==> config.mk <==
export PLATFORM = sky130hd
export DESIGN_NAME = payout_judge
export DESIGN_NICKNAME = d
export VERILOG_FILES = /design/src/rtl/payout_judge_pkg.sv /design/src/rtl/payout_judge_payout_table.sv /design/src/rtl/payout_judge.sv
export SDC_FILE = /design/constraint.sdc
export NUM_CORES = 1
export LEC_CHECK = 0
export CAP_MARGIN = 20
export CORE_MARGIN = 1
export CORE_UTILIZATION = 50
export DETAILED_ROUTE_END_ITERATION = 10
export PLACE_DENSITY = 0.82
export SKIP_CTS_REPAIR_TIMING = 1
export SYNTH_ARGS = -nofsm -noshare
export SYNTH_HDL_FRONTEND = slang
export SYNTH_HIERARCHICAL = 1
export SYNTH_SLANG_ARGS = --single-unit
==> constraint.sdc <==
create_clock -name CLK -period 4.1 [get_ports CLK]
set_input_delay 1.025 -clock CLK [delete_from_list [all_inputs] [get_ports CLK]]
set_output_delay 1.025 -clock CLK [all_outputs]
set_load 0.02 [all_outputs]
==> src/rtl/payout_judge_pkg.sv <==
// payout_judge_pkg: definitions shared by the payout_judge slice.
//   - state_e : FSM encodings (IDLE=0, READY=1, SPIN=2, PAY=3)
//   - DEF_*   : default bet, credit ceiling and award amounts
//   - bin_to_bcd : 0..99 binary to two-digit BCD (tens:ones)
// Optional feature macro used by this slice: JACKPOT_SEVEN_EN.
package payout_judge_pkg;

  typedef enum logic [1:0] {
    IDLE  = 2'd0,
    READY = 2'd1,
    SPIN  = 2'd2,
    PAY   = 2'd3
  } state_e;

  localparam int DEF_BET         = 1;
  localparam int DEF_MAX_CREDIT  = 99;
  localparam int DEF_PAIR_PAY    = 2;
  localparam int DEF_TRIPLE_PAY  = 10;
  localparam int DEF_JACKPOT_PAY = 50;

  // Tens digit found by threshold compares; ones is the remainder.
  function automatic logic [7:0] bin_to_bcd(input logic [6:0] value);
    logic [3:0] tens;
    tens = 4'd0;
    for (int i = 1; i <= 9; i++) begin
      if (value >= 7'(i * 10)) tens = 4'(i);
    end
    return {tens, 4'(value - 7'(tens) * 7'd10)};
  endfunction

endpackage

==> src/rtl/payout_judge_payout_table.sv <==
// payout_table: combinational award lookup for three BCD reel digits.
//   reel1..reel3 : BCD digits
//   award        : TRIPLE_PAY for three equal, PAIR_PAY for exactly two
//                  equal, 0 otherwise or when any digit is above 9.
// Macro JACKPOT_SEVEN_EN: triple 7 pays JACKPOT_PAY instead of TRIPLE_PAY.
module payout_table
  import payout_judge_pkg::*;
#(
  parameter int PAIR_PAY   = DEF_PAIR_PAY,
  parameter int TRIPLE_PAY = DEF_TRIPLE_PAY
`ifdef JACKPOT_SEVEN_EN
  , parameter int JACKPOT_PAY = DEF_JACKPOT_PAY
`endif
) (
  input  logic [3:0] reel1,
  input  logic [3:0] reel2,
  input  logic [3:0] reel3,
  output logic [6:0] award
);

  logic [2:0][3:0] digits;
  logic [2:0]      digit_bad;
  logic            eq12, eq13, eq23;

  assign digits = {reel3, reel2, reel1};

  generate
    for (genvar gi = 0; gi < 3; gi++) begin : g_digit_chk
      assign digit_bad[gi] = (digits[gi] > 4'd9);
    end
  endgenerate

  assign eq12 = (reel1 == reel2);
  assign eq13 = (reel1 == reel3);
  assign eq23 = (reel2 == reel3);

  always_comb begin
    award = 7'd0;
    if (digit_bad == 3'b000) begin
      if (eq12 && eq13) begin
`ifdef JACKPOT_SEVEN_EN
        award = (reel1 == 4'd7) ? 7'(JACKPOT_PAY) : 7'(TRIPLE_PAY);
`else
        award = 7'(TRIPLE_PAY);
`endif
      end else if (eq12 || eq13 || eq23) begin
        award = 7'(PAIR_PAY);
      end
    end
  end

endmodule

==> src/rtl/payout_judge.sv <==
// payout_judge: slot-machine credit FSM (IDLE/READY/SPIN/PAY).
//   CLK, RST          : clock, synchronous active-high reset
//   COIN_IN, START    : one-cycle coin and game-start pulses
//   REEL_DONE, REEL1..3 : reel-stop pulse with BCD digits
//   CREDIT, CREDIT_BCD : credit in binary and tens:ones BCD
//   GAME_OK           : pulse when a start is accepted and the bet taken
//   WIN, PAYOUT       : last game's win flag and award
//   STATE             : FSM state code
// Macro JACKPOT_SEVEN_EN: enables the triple-7 jackpot award (JACKPOT_PAY).
module payout_judge
  import payout_judge_pkg::*;
#(
  parameter int BET        = DEF_BET,
  parameter int MAX_CREDIT = DEF_MAX_CREDIT,
  parameter int PAIR_PAY   = DEF_PAIR_PAY,
  parameter int TRIPLE_PAY = DEF_TRIPLE_PAY
`ifdef JACKPOT_SEVEN_EN
  , parameter int JACKPOT_PAY = DEF_JACKPOT_PAY
`endif
) (
  input  logic       CLK,
  input  logic       RST,
  input  logic       COIN_IN,
  input  logic       START,
  input  logic       REEL_DONE,
  input  logic [3:0] REEL1,
  input  logic [3:0] REEL2,
  input  logic [3:0] REEL3,
  output logic [6:0] CREDIT,
  output logic [7:0] CREDIT_BCD,
  output logic       GAME_OK,
  output logic       WIN,
  output logic [6:0] PAYOUT,
  output logic [1:0] STATE
);

  localparam logic [7:0] BET_W = 8'(BET);
  localparam logic [7:0] MAX_W = 8'(MAX_CREDIT);

  state_e          state_q, state_d;
  logic [6:0]      credit_q, credit_d;
  logic [2:0][3:0] reels_q, reels_d;
  logic            payout_vld_q, payout_vld_d;
  logic            win_q, win_d;
  logic            game_ok_q, game_ok_d;
  logic [7:0]      sum;
  logic [6:0]      award;

  function automatic logic [6:0] sat(input logic [7:0] v);
    return (v > MAX_W) ? 7'(MAX_W) : v[6:0];
  endfunction

  // The award is always derived from the latched reels; the valid flag
  // keeps PAYOUT at 0 until a game has actually finished since reset.
  payout_table #(
    .PAIR_PAY   (PAIR_PAY),
    .TRIPLE_PAY (TRIPLE_PAY)
`ifdef JACKPOT_SEVEN_EN
    , .JACKPOT_PAY(JACKPOT_PAY)
`endif
  ) u_payout_table (
    .reel1 (reels_q[0]),
    .reel2 (reels_q[1]),
    .reel3 (reels_q[2]),
    .award (award)
  );

  always_comb begin
    state_d      = state_q;
    credit_d     = credit_q;
    reels_d      = reels_q;
    payout_vld_d = payout_vld_q;
    win_d        = win_q;
    game_ok_d    = 1'b0;
    sum          = {1'b0, credit_q} + {7'd0, COIN_IN};
    case (state_q)
      IDLE: begin
        if (COIN_IN) begin
          credit_d = 7'd1;
          state_d  = READY;
        end
      end
      READY: begin
        // Coin and bet in the same cycle combine before saturation.
        if (START && ({1'b0, credit_q} >= BET_W)) begin
          sum       = sum - BET_W;
          game_ok_d = 1'b1;
          win_d     = 1'b0;
          state_d   = SPIN;
        end
        credit_d = sat(sum);
      end
      SPIN: begin
        credit_d = sat(sum);
        if (REEL_DONE) begin
          reels_d      = {REEL3, REEL2, REEL1};
          payout_vld_d = 1'b1;
          state_d      = PAY;
        end
      end
      PAY: begin
        sum      = sum + {1'b0, award};
        credit_d = sat(sum);
        win_d    = (award != 7'd0);
        state_d  = (credit_d != 7'd0) ? READY : IDLE;
      end
      default: state_d = IDLE;
    endcase
  end

  always_ff @(posedge CLK) begin
    if (RST) begin
      state_q      <= IDLE;
      credit_q     <= 7'd0;
      reels_q      <= '0;
      payout_vld_q <= 1'b0;
      win_q        <= 1'b0;
      game_ok_q    <= 1'b0;
    end else begin
      state_q      <= state_d;
      credit_q     <= credit_d;
      reels_q      <= reels_d;
      payout_vld_q <= payout_vld_d;
      win_q        <= win_d;
      game_ok_q    <= game_ok_d;
    end
  end

  assign CREDIT     = credit_q;
  assign CREDIT_BCD = bin_to_bcd(credit_q);
  assign GAME_OK    = game_ok_q;
  assign WIN        = win_q;
  assign PAYOUT     = payout_vld_q ? award : 7'd0;
  assign STATE      = state_q;

endmodule

==> results.txt, run 1 <==
The congestion estimate from routability-driven global placement came to 0.942. The remaining antenna violation count after routing came out at 0. Clock tree synthesis inserted a total of 3 buffers.

The min-delay analysis places its worst path in the category flip-flop to flip-flop. The worst setup path is of the flip-flop to output port kind. STA classifies the critical path startpoint as a flip-flop. For the pre-CTS worst setup slack, the log shows -265 ps.

The share of synthesized area occupied by flip-flops and latches was 17.6%. The first TritonRoute pass finished after 5 iterations. The Yosys step of the flow raised 6 warnings. The run gives 0 as the number of antenna violations at the first check in global routing. The final number of setup-violating endpoints is 0, and the violation count after the first detailed-routing iteration is 213. The number of endpoints with negative hold slack in the final report is 0. The total overflow left after global routing is 0.

The placed standard-cell area was 0.00340 sq mm; the via-per-instance ratio was 6.04. Clock-pin slew was measured on the worst setup and hold paths at 80 ps. The count of buffers added on input and output ports is 37. Entering global routing, the biggest net connects 30 pins. The run gives 27.5% as the total global routing track utilization.

The routed metal-1 wire length was 3460 um; the relative area change from synthesis to final layout was 29.7%. The total core area was 0.00520 sq mm. The top routing layer in use was met4. The final layout contains routed wiring with a total length of 8040 um. The critical-path cell with the highest stage delay was sky130_fd_sc_hd__dfxtp_2. The starting utilization of the core area was 52.6%. Total inserted antenna cells: 0. The synthesized netlist devotes 25.5% of its cell area to compound gates. For this design the ratio of total power to cell area is 432 mW/mm^2. The number of pins with negative max-slew slack in the final report is 0. Ranked by total cell area, the synthesized netlist is headed by sky130_fd_sc_hd__dfxtp_1 (18%), sky130_fd_sc_hd__ha_1 (7.8%), sky130_fd_sc_hd__xnor2_1 (7.4%), sky130_fd_sc_hd__a21oi_1 (6.4%), sky130_fd_sc_hd__nand2_1 (6.0%). STA classifies the critical path endpoint as an output port. Worst voltage drop across the vdd grid: 467 uV. Portion of synthesized cell area occupied by the leading cell type: 17.6%. The synthesized design contains 0 enable-type register cells. The synthesized netlist devotes 9.24% of its cell area to adder and majority cells. The tools report the worst hold slack across all endpoints as 506 ps. The synthesized netlist devotes 27.9% of its cell area to simple gates. For this run, the top clock speed supported by timing is 263 MHz. Setup repair after global routing left no endpoint under its margin. Summing all non-filler instances in the final layout gives an area of 0.00355 sq mm. The initialized floorplan defines 26 standard-cell rows.

For this run, asynchronously set or reset flops after synthesis account for 0%. The clock reaches the later pin of the worst-skew pair after 270 ps. The maximum buffer depth of the clock tree is 2, and the via count of the first global-routing pass is 2801.

The worst path uses 92.9% of the clock period. After the last flow step, the layout net total stands at 480. After synthesis, the mean cell area works out to 7.16 sq um. The worst-margin pin slew is 809 ps. In the synthesized netlist the dominant register cell turns out to be sky130_fd_sc_hd__dfxtp_1. The die is 76.0 um wide. Vertical extent of the die: 76.0 um.

The library cell occupying the most area in the post-synthesis netlist was sky130_fd_sc_hd__dfxtp_1. Counting distinct cell types in the post-synthesis netlist gives 60. Summed over all nets, wire length on met3 after detailed routing comes to 665 um. The die covers 0.00577 sq mm. Dividing the detail-routed wire length by the instance count gives 15.7 um. The first global-routing pass estimated 13100 um of wire. Of all nets on the critical path, the largest fanout is 7.

Traced cell by cell, the critical path runs through nand2b_1 > o21ai_0 > a22o_1 > a22oi_1 > nor2_1 > a2111oi_4 > ha_1 > fa_1 > xor2_1 > xnor2_1 > xnor2_1 > dlymetal6s2s_1. The register-to-register path setup slack was 610 ps. The maximum cell stage delay along the critical path was 390 ps; the leakage power total was 1.41 nW. The dominant cell type by count on the critical path was sky130_fd_sc_hd__xnor2_1.

Data on the critical path arrives at its endpoint at 2780 ps. The cell count after synthesis came out at 382. For the finished layout, the period the worst path requires is 3810 ps.

The share of post-route cells with drive strength above 1 was 17.2%; the final worst slack was 292 ps. The share of synthesized area spent on multiplexers works out to 1.51%. Main combinational cell family by area after synthesis: simple AND/OR/NAND/NOR gates. Across all layers, the routed design uses 3098 vias.

Detailed routing placed a total of 3780 um of wire on met2. 43 I/O pins were placed. The tools report the total DRC errors in the routed layout as 0. CTS placed an instance of sky130_fd_sc_hd__clkbuf_8 at the clock tree root. CTS sink count: 24. TritonCTS built the clock tree. Worst slew margin relative to its limit: 45.8%. The flow ran to the end, and the final reports show no timing, DRC or antenna violations. The logs give 3070 ps for the data required time at the worst endpoint and 3.95 ps for the final worst clock skew. Total number of H-tree levels: 1.

Register bit total from synthesis: 24. Summed over all nets, the half-perimeter wirelength after detailed placement is 6090 um. The mapped netlist covers 0.00274 sq mm. Across the run, the number of max-cap violations was 0. The synthesized netlist devotes 9.24% of its cell area to XOR and XNOR gates.
[final timing paths]
| path | from | end | cells after the start |
|---|---|---|---|
| setup / recovery | CREDIT[3] | CREDIT_BCD[3] | 12 |
| hold / removal | reels_q[4] | reels_q[4] | 2 |
| setup reg to reg | reels_q[9] | CREDIT[2] | 13 |
| hold reg to reg | reels_q[4] | reels_q[4] | 2 |
[per-layer routing]
metal  up-vias  GRT usage (%)
li1       1485              -
met1      1450           35.9
met2       149           47.5
met3        14           4.31
met4         0           6.35
met5         -              0
[flip-flops by register name, indices dropped and copies added, names as in the netlist]
register and flops:
WIN 1, reels_q 12, GAME_OK 1, STATE 2, CREDIT 7, payout_vld_q 1
[worst max-delay path: cells and delay by family, from the launching register on]
kind	cells	cell delay, ps
XOR/XNOR	3	470
buffers and inverters	1	260
adder cells (fa/ha/maj)	2	410
flip-flops	1	390
AO/OA/AOI/OAI	4	720
AND/OR/NAND/NOR	2	270
[stage by stage]
step | power, mW | TNS, ps | utilization, % | cells
after floorplan | 0.973 | 0 | - | 386
after global placement | 1.32 | -1080 | 65.3 | 509
after detailed placement | 1.33 | -1190 | 65.3 | 509
after CTS | 1.50 | -128 | 66.4 | 513
after global routing | 1.64 | 0 | 68.2 | 513
final | 1.53 | 0 | 68.2 | 513
[final cells by class]
type                       instances  area [sq um]
clock buffer                       4          55.1
fill                             446          1660
inverter                          21          78.8
multi-input combinational        312          2130
sequential                        24           484
tap                               70          87.6
timing repair buffer              82           716
[power breakdown]
part           internal [mW]  total [mW]  switching, mW  leakage, nW
clock                 0.0857       0.160         0.0744       0.0288
combinational          0.468        1.06          0.588         1.19
sequential             0.266       0.316         0.0498        0.196
total                  0.820        1.53          0.712         1.41
[synth_stat cells, types with 5 or more instances]
library cell and count:
sky130_fd_sc_hd__a211oi_1 5, sky130_fd_sc_hd__and3_1 7, sky130_fd_sc_hd__a31oi_1 6, sky130_fd_sc_hd__nand2_1 44
sky130_fd_sc_hd__o21a_1 6, sky130_fd_sc_hd__xnor2_1 23, sky130_fd_sc_hd__nor2_1 26, sky130_fd_sc_hd__nand3b_1 5
sky130_fd_sc_hd__o21ai_0 18, sky130_fd_sc_hd__nor3_1 10, sky130_fd_sc_hd__a21oi_1 35, sky130_fd_sc_hd__a22oi_1 5
sky130_fd_sc_hd__buf_4 6, sky130_fd_sc_hd__nand4_1 8, sky130_fd_sc_hd__nand2b_1 6, sky130_fd_sc_hd__nand3_1 15
sky130_fd_sc_hd__clkbuf_1 12, sky130_fd_sc_hd__ha_1 17, sky130_fd_sc_hd__and2_1 8, sky130_fd_sc_hd__dfxtp_1 24
sky130_fd_sc_hd__inv_1 21
[logic make-up (layout without fill, tap and decap cells)]
kind of cell	count (synthesis)	count (layout)
AND/OR/NAND/NOR	149	149
flip-flops	24	24
AO/OA/AOI/OAI	107	107
multiplexers	4	4
buffers and inverters	50	107
other	1	5
adder cells (fa/ha/maj)	19	19
XOR/XNOR	28	28
[placed cells by master (no fill, tap or decap), types with 5 or more instances in the layout]
master                            instances
sky130_fd_sc_hd__nand2b_1                 6
sky130_fd_sc_hd__nand4_1                  8
sky130_fd_sc_hd__nor3_1                  10
sky130_fd_sc_hd__xnor2_1                 19
sky130_fd_sc_hd__conb_1                   5
sky130_fd_sc_hd__o21a_1                   6
sky130_fd_sc_hd__xnor2_2                  5
sky130_fd_sc_hd__and3_1                   6
sky130_fd_sc_hd__dfxtp_1                 21
sky130_fd_sc_hd__nand3_1                 14
sky130_fd_sc_hd__o21ai_0                 18
sky130_fd_sc_hd__a21oi_1                 35
sky130_fd_sc_hd__ha_1                    15
sky130_fd_sc_hd__a22oi_1                  5
sky130_fd_sc_hd__nand2_1                 44
sky130_fd_sc_hd__a211oi_1                 5
sky130_fd_sc_hd__and2_1                   8
sky130_fd_sc_hd__inv_1                   21
sky130_fd_sc_hd__clkdlybuf4s50_1         34
sky130_fd_sc_hd__nand3b_1                 5
sky130_fd_sc_hd__buf_4                   45
sky130_fd_sc_hd__a31oi_1                  5
sky130_fd_sc_hd__nor2_1                  25
Note: power is estimated with default switching activity, not from simulation.
==> run 2: changes to the inputs <==
CTS_CLUSTER_SIZE = 16   (was not set)
==> results of run 2 <==
No change in the layout: final DEF, timing and power equal those of run 1.
==> run 3: changes to the inputs <==
RECOVER_POWER = 25   (was not set)
==> run 3 against run 2 <==
Highest routed layer unchanged. Count of clock-buffer cells in the layout stayed put. Non-clock buffer count stayed put. Clock power hardly changed. Hold slack worse by 2.6 ps. Sequential power hardly changed. Cell count stayed put. Largest cell class unchanged. Combinational power hardly changed. Clock skew is 1.1 ps lower. Die area stayed put.
==> results.txt, run 3 (same netlist as run 1, synthesis figures left out) <==
The total number of H-tree levels is 1 (unchanged), and the number of cells in the design after placement is 509 (unchanged). The tools report the number of maximum-capacitance constraint violations as 0 (unchanged). The tools report the number of nets in the layout as 480 (unchanged). The CTS sink count came out at 24 (unchanged). For the cell row count, the log shows 26 (unchanged). TritonCTS built the clock tree.

Setup repair after global routing left no endpoint under its margin. The maximum fanout along the worst path was 7 (unchanged); the worst endpoint data arrival time was 2780 ps (about the same). The total DRC errors in the routed layout was 0 (unchanged); the total via count after detailed routing was 3068 (was 3098). The later-pin clock latency in the skew report is 260 ps (was 270 ps), and the number of cell instances on the worst register-to-register path is 13 (unchanged). Cell count of the worst hold path: 2 (unchanged).

For the wire length of the first global-routing pass, the log shows 13100 um (unchanged). The total iterations of the first detailed-routing run was 6 (was 5). Final routed wirelength across all metal layers: 8000 um (was 8040 um).

Ordered list of cells on the worst path: nand2b_1 > o21ai_0 > a22o_1 > a22oi_1 > nor2_1 > a2111oi_4 > ha_1 > fa_1 > xor2_1 > xnor2_1 > xnor2_1 > dlymetal6s2s_1 (unchanged). The number of top-level design ports is 43 (unchanged), and the flip-flop count of the largest register, all copies and words added is 12 (unchanged). Final critical-path required period: 3810 ps (about the same). The share of post-route cells with drive strength above 1 works out to 16.9% (was 17.2%). The dominant cell type by count on the critical path was sky130_fd_sc_hd__xnor2_1 (unchanged). The final number of setup-violating endpoints is 0 (unchanged), and the vertical extent of the die is 76.0 um (unchanged). The tools report the worst hold slack across all endpoints as 503 ps (was 506 ps). The power density normalized to cell area came out at 430 mW/mm^2 (was 432 mW/mm^2). Highest clock frequency the design can meet: 263 MHz (about the same). The largest net degree at the start of global routing came out at 30 (unchanged). The tools report the total congestion overflow as 0 (unchanged). The logs give 2801 (unchanged) for the via count of the first global-routing pass and 0 (unchanged) for the number of endpoints with negative hold slack in the final report. The critical-path cell with the highest stage delay was sky130_fd_sc_hd__dfxtp_2 (unchanged). The run gives 203 (was 213) as the violation count after the first detailed-routing iteration.

The relative area change from synthesis to final layout is 29.7% (unchanged). The tools report the worst voltage drop across the vdd grid as 460 uV (was 467 uV). The total core area was 0.00520 sq mm (unchanged); the part of the cycle the worst path needs was 92.8% (was 92.9%). The logs give 0 (unchanged) for the total inserted antenna cells and 0 (unchanged) for the remaining antenna violation count after routing.

The worst-margin pin slew works out to 814 ps (was 809 ps). The logs give 1.43 nW (was 1.41 nW) for the leakage power total and 2.87 ps (was 3.95 ps) for the final worst clock skew. The number of pins with negative max-slew slack in the final report came out at 0 (unchanged). The die outline width was 76.0 um (unchanged); the area of the die was 0.00577 sq mm (unchanged). The flow ran to the end, and the final reports show no timing, DRC or antenna violations.

The quantity of I/O buffers inserted on ports is 37 (unchanged), and the starting utilization of the core area is 52.6% (unchanged). The number of buffers added by the clock tree synthesis step came out at 3 (unchanged). The register with the most flip-flops is reels_q (unchanged).

Highest-count cells in the layout ignoring fill and taps: sky130_fd_sc_hd__buf_4 (45), sky130_fd_sc_hd__nand2_1 (44), sky130_fd_sc_hd__a21oi_1 (35) (unchanged). The wire length per cell came out at 15.6 um (was 15.7 um). Type of the setup path with the least slack: flip-flop to output port (unchanged). The path type of the worst min-delay path was flip-flop to flip-flop (unchanged). The commonest non-fill, non-tap cell in the layout is sky130_fd_sc_hd__buf_4 (unchanged). The combined buffer and inverter count along the critical path was 1 (unchanged); the via-per-instance ratio was 5.98 (was 6.04). The total global routing track utilization is 27.5% (unchanged). The kind of cell adding the most delay to the critical path was compound AO/OA/AOI/OAI gates (unchanged).

For the worst slew margin relative to its limit, the log shows 45.6% (was 45.8%). The tools report the kind of launch point of the worst setup path as a flip-flop (unchanged). The run gives 0.942 (unchanged) as the placer congestion estimate. The tools report the buffer type at the clock tree root as sky130_fd_sc_hd__clkbuf_8 (unchanged).

The design area came out at 0.00355 sq mm (unchanged). The final sum of negative setup slack was 0 ps (unchanged); the maximum buffer depth of the clock tree was 2 (unchanged). The number of cells on the critical path was 12 (unchanged). The clock transition at the registers of the reported paths came out at 80 ps (about the same). The number of antenna violations at the first check in global routing was 0 (unchanged). The kind of end point of the critical path is an output port (unchanged). The logs give 513 (unchanged) for the final cell count without fillers and 6090 um (unchanged) for the placed wire-length estimate. The placed standard-cell area is 0.00340 sq mm (unchanged), and the maximum cell stage delay along the critical path is 390 ps (about the same). The data required time at the worst endpoint is 3070 ps (about the same).
run 3: power by group:
| part | internal, mW | leakage (nW) | switching [mW] |
|---|---|---|---|
| sequential | 0.266 | 0.196 | 0.0490 |
| clock | 0.0857 | 0.0288 | 0.0736 |
| combinational | 0.465 | 1.20 | 0.586 |
| total | 0.817 | 1.43 | 0.708 |
run 3: final timing paths:
check	startpoint	end	slack (ps)
max	CREDIT[3]	CREDIT_BCD[3]	290
min	reels_q[4]	reels_q[4]	500
max reg2reg	reels_q[9]	CREDIT[2]	640
min reg2reg	reels_q[4]	reels_q[4]	500
run 3: layout make-up:
class,instances,area [sq um]
well taps,70,87.6
repair buffers,82,716
clock buffers,4,55.1
flip-flops and latches,24,484
inverters,21,78.8
fillers,446,1660
multi-input cells,312,2130
run 3: worst min-delay path, stage by stage (launching register included):
cell and delay, ps:
sky130_fd_sc_hd__dfxtp_1 340, sky130_fd_sc_hd__nand2_1 60, sky130_fd_sc_hd__a21oi_1 50
run 3: layer usage:
layer	track usage, %	wire [um]
met1	35.9	3480
met2	47.5	3810
met3	4.31	571
met4	6.35	129
met5	0	0
run 3: per-stage QoR:
stage	setup WS (ps)	util [%]	power (mW)
floorplan	57.8	-	0.973
global placement	-218	65.3	1.32
detailed placement	-265	65.3	1.33
CTS	-128	66.4	1.50
global route	81.6	68.2	1.64
finish	294	68.2	1.52
